[config.mk]
export PLATFORM = sky130hd
export DESIGN_NAME = ram_param
export DESIGN_NICKNAME = d
export VERILOG_FILES = /design/src/rtl/ram_param.sv
export SDC_FILE = /design/constraint.sdc
export NUM_CORES = 1
export LEC_CHECK = 0
export CAP_MARGIN = 5
export CORE_UTILIZATION = 40
export DETAILED_ROUTE_END_ITERATION = 6
export GPL_ROUTABILITY_DRIVEN = 0
export PLACE_DENSITY = 0.57
export SLEW_MARGIN = 0
export SYNTH_ARGS = -nofsm -noshare
export SYNTH_HDL_FRONTEND = slang
export SYNTH_SLANG_ARGS = --single-unit
[constraint.sdc]
create_clock -name clk -period 8.5 [get_ports clk]
set_input_delay 1.7 -clock clk [delete_from_list [all_inputs] [get_ports clk]]
set_output_delay 1.7 -clock clk [all_outputs]
set_load 0.1 [all_outputs]
[src/rtl/ram_param.sv]
// ---------------------------------------------------------------------------
// ram_param : parametrised single-port RAM with a hardware clear sweep.
//
// After reset, or when `clear` is asserted while idle, the RAM walks every
// word from address 0 to DEPTH-1 and writes CLEAR_VAL into it, one word per
// clock. `busy` is high for the whole sweep so a sequencer can stall; writes
// and clear requests arriving during the sweep are dropped.
//
// Parameters:
//   WIDTH     data word width in bits
//   ADDR_W    address width in bits, DEPTH = 2**ADDR_W
//   CLEAR_VAL value written to every word by the clear sweep
//
// Ports:
//   clk      clock, all state changes on the rising edge
//   rst_n    asynchronous reset, active low
//   in       write data
//   load     write enable (honoured only when idle)
//   address  read/write address
//   clear    request to re-run the clear sweep (honoured only when idle)
//   out      read data, forced to 0 while the sweep runs
//   busy     high while the clear sweep is in progress
//
// Build option:
//   RAM_PARAM_READ_REG_EN  when defined, `out` is a registered, write-first
//                          read port (one cycle of latency). When undefined,
//                          `out` is a combinational read of mem[address].
// ---------------------------------------------------------------------------
module ram_param #(
    parameter int               WIDTH     = 16,
    parameter int               ADDR_W    = 6,
    parameter logic [WIDTH-1:0] CLEAR_VAL = '0
) (
    input  logic              clk,
    input  logic              rst_n,
    input  logic [WIDTH-1:0]  in,
    input  logic              load,
    input  logic [ADDR_W-1:0] address,
    input  logic              clear,
    output logic [WIDTH-1:0]  out,
    output logic              busy
);

    localparam int DEPTH = 1 << ADDR_W;

    // The last word of the sweep is the all-ones address.
    localparam logic [ADDR_W-1:0] LAST_ADDR = {ADDR_W{1'b1}};

    localparam logic [0:0] S_CLEAR = 1'b0;
    localparam logic [0:0] S_IDLE  = 1'b1;

    logic [0:0]        state;
    logic [ADDR_W-1:0] ptr;

    logic [WIDTH-1:0]  mem [DEPTH];

    logic              sweeping;
    logic              wr_en;
    logic [ADDR_W-1:0] wr_addr;
    logic [WIDTH-1:0]  wr_data;

    assign sweeping = (state == S_CLEAR);
    assign busy     = sweeping;

    // Sweep sequencer. Reset lands in CLEAR with the pointer at word 0, so
    // the sweep takes exactly DEPTH edges once rst_n is released.
    always_ff @(posedge clk or negedge rst_n) begin
        if (!rst_n) begin
            state <= S_CLEAR;
            ptr   <= '0;
        end else begin
            case (state)
                S_CLEAR: begin
                    if (ptr == LAST_ADDR) begin
                        state <= S_IDLE;
                        ptr   <= '0;
                    end else begin
                        ptr <= ptr + ADDR_W'(1);
                    end
                end
                S_IDLE: begin
                    if (clear) begin
                        state <= S_CLEAR;
                        ptr   <= '0;
                    end
                end
                default: begin
                    state <= S_CLEAR;
                    ptr   <= '0;
                end
            endcase
        end
    end

    // Single write port shared by the sweep and the user. In IDLE a clear
    // request takes priority, so a simultaneous load is discarded.
    always_comb begin
        wr_en   = 1'b0;
        wr_addr = address;
        wr_data = in;
        if (sweeping) begin
            wr_en   = 1'b1;
            wr_addr = ptr;
            wr_data = CLEAR_VAL;
        end else if (load && !clear) begin
            wr_en = 1'b1;
        end
    end

    // Storage carries no reset; its defined contents come from the sweep.
    always_ff @(posedge clk) begin
        if (wr_en) begin
            mem[wr_addr] <= wr_data;
        end
    end

`ifdef RAM_PARAM_READ_REG_EN
    logic [WIDTH-1:0] out_q;

    // Registered write-first read. The register only loads while staying in
    // IDLE, so it reads 0 throughout the sweep and on the first IDLE cycle.
    always_ff @(posedge clk or negedge rst_n) begin
        if (!rst_n) begin
            out_q <= '0;
        end else if (!sweeping && !clear) begin
            out_q <= load ? in : mem[address];
        end else begin
            out_q <= '0;
        end
    end

    assign out = out_q;
`else
    // Combinational read; a write at edge n is visible from cycle n+1.
    assign out = sweeping ? '0 : mem[address];
`endif

endmodule

==> reports/metrics.csv, run 1 <==
metric,value,unit
ys_types,47,
ys_ff_latch,1031,
finish.instance_area,45600,sq um
drt-initial-drc-count,2048,
arrival,5.06,ns
hp-class,flop to flop,
num-fill-cells,8229,
cts.sinks,1031,
vias,19242,
grt_pass1_wl,143000,um
p_seq_frac,0.520,
critPathKind,primary input to output port,
synth_edf_count,1024,
netlist_area,40000,sq um
slew_viol_final,0,
drive_above_1_share,0.265,
path_clk_slew,0.06,ns
route.detailed.drc,0,
sw_frac_of_total,0.235,
placed_cells,3140,
via_per_inst,5.77,
syn2layout_area_growth,13.9,%
post_cts_buffers,0,
dpl_cell_area,42300,sq um
cts_hold_buf,0,
synth_cells,1811,
powerDensity,253,nW/um^2
min_path_cells,1,
finalNetCount,1985,
finalWorstSetupSlack,1.74,ns
fin_skew,0.0294,ns
synth_top_area_frac,0.769,
async_reset_ff_frac,0.00679,
initial_core_util,0.405,
tns,0,ns
coreArea,98700,sq um
cts_resized,0,
numCtsBuffers,102,
drt_wl_total,98700,um
grt_pass1_vias,19511,
fmax,0.148,GHz
ys_seq_area_frac,0.773,
crit_fanout,66,
vdd_drop_max,0.000178,V
synth.area.top_cells,"edfxtp_1 77%, mux4_2 14%, mux2i_1 1.3%",
holdWs,0.562,ns
hold_viol,0,
clock_latency,0.67,ns
syn_nets,1838,
setup_viol,0,
die_y,318,um
dr.pass1.iters,7,
clock_power_share,0.385,
antenna_found_initial,3,
p_leak,0.0149,uW
status,completed,
layout_common_cells,"1,024 x edfxtp_1, 256 x mux4_2, 124 x nand2_1",
ant_nets,0,
wl_per_cell,29.6,um
synth_top_flop_cell,edfxtp_1,
holdPathEnd,ptr[0],
dp_hpwl,57100,um
io-pin-count,43,
rsz0062_at_grt,false,
cts_tree,done,
dp_slack,1.81,ns
grt_overflow,0,
row_count,115,
combinationalPowerShare,0.096,
tightest_slew,1.27,ns
cts-root-buf,clkbuf_16,
cp-start-kind,primary input,
yosys_warnings,0,
critPathRequiredTime,6.80,ns
synth_area_leader_cell,edfxtp_1,
layout_commonest_cell,edfxtp_1,
holdCritStartpoint,ptr[0],
grt_start_max_net_pins,90,
io_buffers,42,
ff2ff_setup_slack,5.28,ns
die_x,318,um
final_cells,3333,
die-area,101000,sq um
cts_max_level,3,
r2r-end,mem[16][15],
switching_power,2710,uW
maxCapViolations,0,
p_int,8840,uW
synth.avg_cell_area,22.1,sq um
period_needed,6.76,ns
cts_buffer_depth,3,
end_kind,output port,
rr_worst_depth,7,
period_share,0.795,
slew_headroom,0.156,
rr_startpoint,state,
gr-usage-all-layers,0.196,
## cells by family (layout without fill, tap and decap cells)
| group | after synthesis | count (layout) | synth area share |
|---|---|---|---|
| DFF | 1031 | 1031 | 0.773 |
| muxes | 324 | 324 | 0.166 |
| and+or+nand+nor | 255 | 255 | 0.0269 |
| buffers and inverters | 105 | 338 | 0.0149 |
| AOI/OAI and AO/OA | 94 | 94 | 0.0185 |
| adders and majority gates | 1 | 1 | 0.000313 |
| xor gates and xnor gates | 1 | 1 | 0.000219 |
| other | 0 | 2 | 0 |
## worst max-delay path by stage
stage	cells after the start	start	end	slack, ns
after global routing	8	address[3]	out[0]	1.65
after floorplan	9	address[1]	out[0]	1.69
after CTS	8	address[1]	out[0]	1.80
final	8	address[1]	out[0]	1.74
after global placement	8	address[1]	out[0]	1.71
after detailed placement	8	address[1]	out[0]	1.81
## final cells by class
type,instances,area (sq um),area share
antenna,2,5.00,0.000110
timing repair buffer,141,1220,0.0267
multi-input combinational,675,8510,0.187
clock inverter,53,528,0.0116
tap,1287,1610,0.0353
clock buffer,137,2750,0.0603
sequential,1031,30900,0.679
inverter,7,28.8,0.000631
## synthesized netlist by cell type, types with 2 or more instances
| library cell | count |
|---|---|
| o2bb2ai_1 | 2 |
| nor2_1 | 75 |
| inv_1 | 6 |
| a221oi_1 | 5 |
| mux2i_1 | 53 |
| buf_4 | 21 |
| a21o_1 | 2 |
| o22ai_1 | 4 |
| nor3_1 | 4 |
| o31ai_1 | 3 |
| o21ai_0 | 9 |
| buf_2 | 28 |
| nor2b_1 | 2 |
| mux2_2 | 3 |
| a32oi_1 | 35 |
| edfxtp_1 | 1024 |
| a311o_1 | 2 |
| and2_1 | 18 |
| mux4_1 | 12 |
| nand3_1 | 16 |
| a31oi_1 | 4 |
| nand2b_1 | 8 |
| dfrtp_1 | 7 |
| nand2_1 | 124 |
| buf_1 | 10 |
| o211ai_1 | 10 |
| mux4_2 | 256 |
| and3_1 | 3 |
| clkbuf_1 | 30 |
| a31o_2 | 2 |
| o32ai_1 | 5 |
| buf_6 | 6 |
| or3_1 | 2 |
| a22oi_1 | 5 |
| buf_12 | 2 |
| a21oi_1 | 2 |
## registers in the layout, summed over array words and instances (netlist names)
name	flops
ptr	6
mem	1024
state	1
## worst max-delay path: stages
cell      delay [ns]
buf_8           0.50
buf_4           0.64
mux4_2          0.34
o31ai_1         0.07
a221oi_1        0.44
nor2_1          0.10
o21ai_0         0.70
buf_4           0.43
## layer usage
metal  up-vias  part of all wire  track usage
li1       7923                 -            -
met2       757              0.47        0.300
met1     10433              0.44        0.290
met5         -           0.00012            0
met4         2             0.023       0.0557
met3       127             0.076       0.0354
## stage by stage
step / util / power [uW]
3_5_place_dp: 0.428 / 7220
3_3_place_gp: 0.428 / 7190
2_1_floorplan: - / 6740
5_1_grt: 0.462 / 11900
6_report: 0.462 / 11500
4_1_cts: 0.461 / 11600
## power groups by stage
| stage | logic, uW | clock network [uW] | registers, uW |
|---|---|---|---|
| 3_3_place_gp | 1100 | 0 | 6090 |
| 3_5_place_dp | 1120 | 0 | 6100 |
| 2_1_floorplan | 662 | 0 | 6080 |
| 6_report | 1110 | 4440 | 6000 |
| 4_1_cts | 1120 | 4520 | 6000 |
| 5_1_grt | 1170 | 4710 | 6020 |
Note: power is estimated with default switching activity, not from simulation.
==> inputs of run 2 (changes only) <==
--- a/config.mk
+++ b/config.mk
@@ -9,7 +9,7 @@
 export CORE_UTILIZATION = 40
 export DETAILED_ROUTE_END_ITERATION = 6
 export GPL_ROUTABILITY_DRIVEN = 0
-export PLACE_DENSITY = 0.57
+export PLACE_DENSITY = 0.59
 export SLEW_MARGIN = 0
 export SYNTH_ARGS = -nofsm -noshare
 export SYNTH_HDL_FRONTEND = slang
==> constraint.sdc (replaced) <==
create_clock -name clk -period 6 [get_ports clk]
set_input_delay 1.2 -clock clk [delete_from_list [all_inputs] [get_ports clk]]
set_output_delay 1.2 -clock clk [all_outputs]
set_load 0.1 [all_outputs]
==> reports/metrics.csv, run 2 (same netlist as run 1, synthesis figures left out) <==
metric,value,unit
hp-class,flop to flop,
path_buf_inv,4,
max_stage_delay,0.85,ns
cts_tree,done,
layout_commonest_cell,edfxtp_1,
drt-initial-drc-count,2213,
drive_above_1_share,0.275,
antenna_found_initial,1,
row_count,115,
fin_skew,0.0245,ns
setup_viol,0,
r2r-end,mem[24][9],
cts_hold_buf,0,
hold_viol,0,
dp_hpwl,57900,um
rsz0062_at_grt,false,
cts_max_level,3,
cts_buffer_depth,3,
cp-start-kind,primary input,
ant_nets,0,
largestRegisters,"mem (1024), ptr (6), state (1)",
vias,19356,
grt_pass1_vias,19610,
tns,0,ns
slew_viol_final,0,
critPathCapture,out[14],
fmax,0.188,GHz
dr.pass1.iters,6,
cts.sinks,1031,
sw_frac_of_total,0.233,
switching_power,3810,uW
final_cells,3358,
gr-usage-all-layers,0.194,
period_share,0.886,
numCtsBuffers,104,
critPathKind,primary input to output port,
critPathRequiredTime,4.80,ns
route.detailed.drc,0,
end_kind,output port,
clock_power_share,0.384,
cts-root-buf,clkbuf_16,
period_needed,5.31,ns
die_x,318,um
finalNetCount,2013,
status,completed,
coreArea,98700,sq um
vdd_drop_max,0.000219,V
num-fill-cells,8164,
p_int,12600,uW
path_cells,clkdlybuf4s50_1 > inv_1 > nor2_2 > buf_4 > a32oi_1 > o211ai_1 > nand2_1 > buf_12,
wl_per_cell,29.1,um
p_leak,0.0151,uW
rr_startpoint,state,
ff2ff_setup_slack,3.06,ns
tightest_slew,1.39,ns
slew_headroom,0.0728,
grt_overflow,0,
path_depth,8,
io_buffers,42,
p_seq_frac,0.520,
syn2layout_area_growth,14.9,%
die_y,318,um
path_clk_slew,0.06,ns
largest_register,mem,
maxCapViolations,0,
crit_family,buffers and inverters,
clock_latency,0.66,ns
via_per_inst,5.76,
arrival,4.11,ns
post_cts_buffers,0,
crit_fanout,13,
placed_cells,3167,
largest_reg_flops,1024,
io-pin-count,43,
combinationalPowerShare,0.096,
cp_slowest_cell,clkdlybuf4s50_1,
initial_core_util,0.405,
startpoint,address[4],
rr_worst_depth,4,
grt_start_max_net_pins,71,
die-area,101000,sq um
drt_wl_total,97700,um
grt_pass1_wl,142000,um
cts_resized,0,
powerDensity,356,nW/um^2
layout_common_cells,"1,024 x edfxtp_1, 256 x mux4_2, 124 x nand2_1",
[run 2: cell types whose count changed in the layout (fill, tap and decap cells not counted), sizes merged]
cell and change:
buf +26, clkbuf -8, clkinv +10, clkinvlp -4
inv +1
[run 2: metal layers]
| metal | wire (um) | GRT usage | part of all wire | up-vias |
|---|---|---|---|---|
| met5 | 50 | 0 | 0.00051 | - |
| met4 | 1750 | 0.0491 | 0.018 | 2 |
| met3 | 8200 | 0.0385 | 0.084 | 107 |
| met2 | 44500 | 0.290 | 0.46 | 819 |
| met1 | 43200 | 0.293 | 0.44 | 10447 |
| li1 | - | - | - | 7981 |
[run 2: power by group through the flow]
stage	sequential, uW	clock, uW	combinational [uW]
2_1_floorplan	8610	0	938
3_5_place_dp	8660	0	1580
3_3_place_gp	8620	0	1560
6_report	8500	6280	1580
5_1_grt	8540	6660	1670
4_1_cts	8510	6370	1580
[run 2: through the flow]
step	utilization	cell area, sq um	hold WS, ns	setup slack (ns)	power [uW]
6_report	0.466	46000	0.559	0.686	16400
5_1_grt	0.466	46000	0.596	0.648	16900
4_1_cts	0.466	46000	0.551	0.759	16500
3_5_place_dp	0.432	42700	0.539	0.750	10200
3_3_place_gp	0.432	42700	0.516	0.731	10200
2_1_floorplan	-	40000	0.488	0.185	9550
[run 2: area by class of cell]
type | instances | area (sq um) | area share
sequential | 1031 | 30900 | 0.673
multi-input combinational | 675 | 8510 | 0.185
clock buffer | 129 | 2740 | 0.0596
tap | 1287 | 1610 | 0.0350
timing repair buffer | 167 | 1600 | 0.0348
clock inverter | 60 | 541 | 0.0118
inverter | 7 | 28.8 | 0.000626
antenna | 2 | 5.00 | 0.000109
[run 2: worst register-to-register path: cells and delay by family, from the launching register on]
kind | cells | cell delay [ns]
DFF | 1 | 0.46
and+or+nand+nor | 3 | 1.68
AOI/OAI and AO/OA | 1 | 0.40
[run 2: how the worst min path moves through the flow]
stage	from	end	depth (start not counted)	slack, ns
finish	ptr[0]	ptr[0]	1	0.56
global route	ptr[0]	ptr[0]	1	0.60
CTS	ptr[0]	ptr[0]	1	0.55
detailed placement	ptr[0]	ptr[0]	1	0.54
global placement	ptr[0]	ptr[0]	1	0.52
floorplan	ptr[0]	ptr[0]	1	0.49
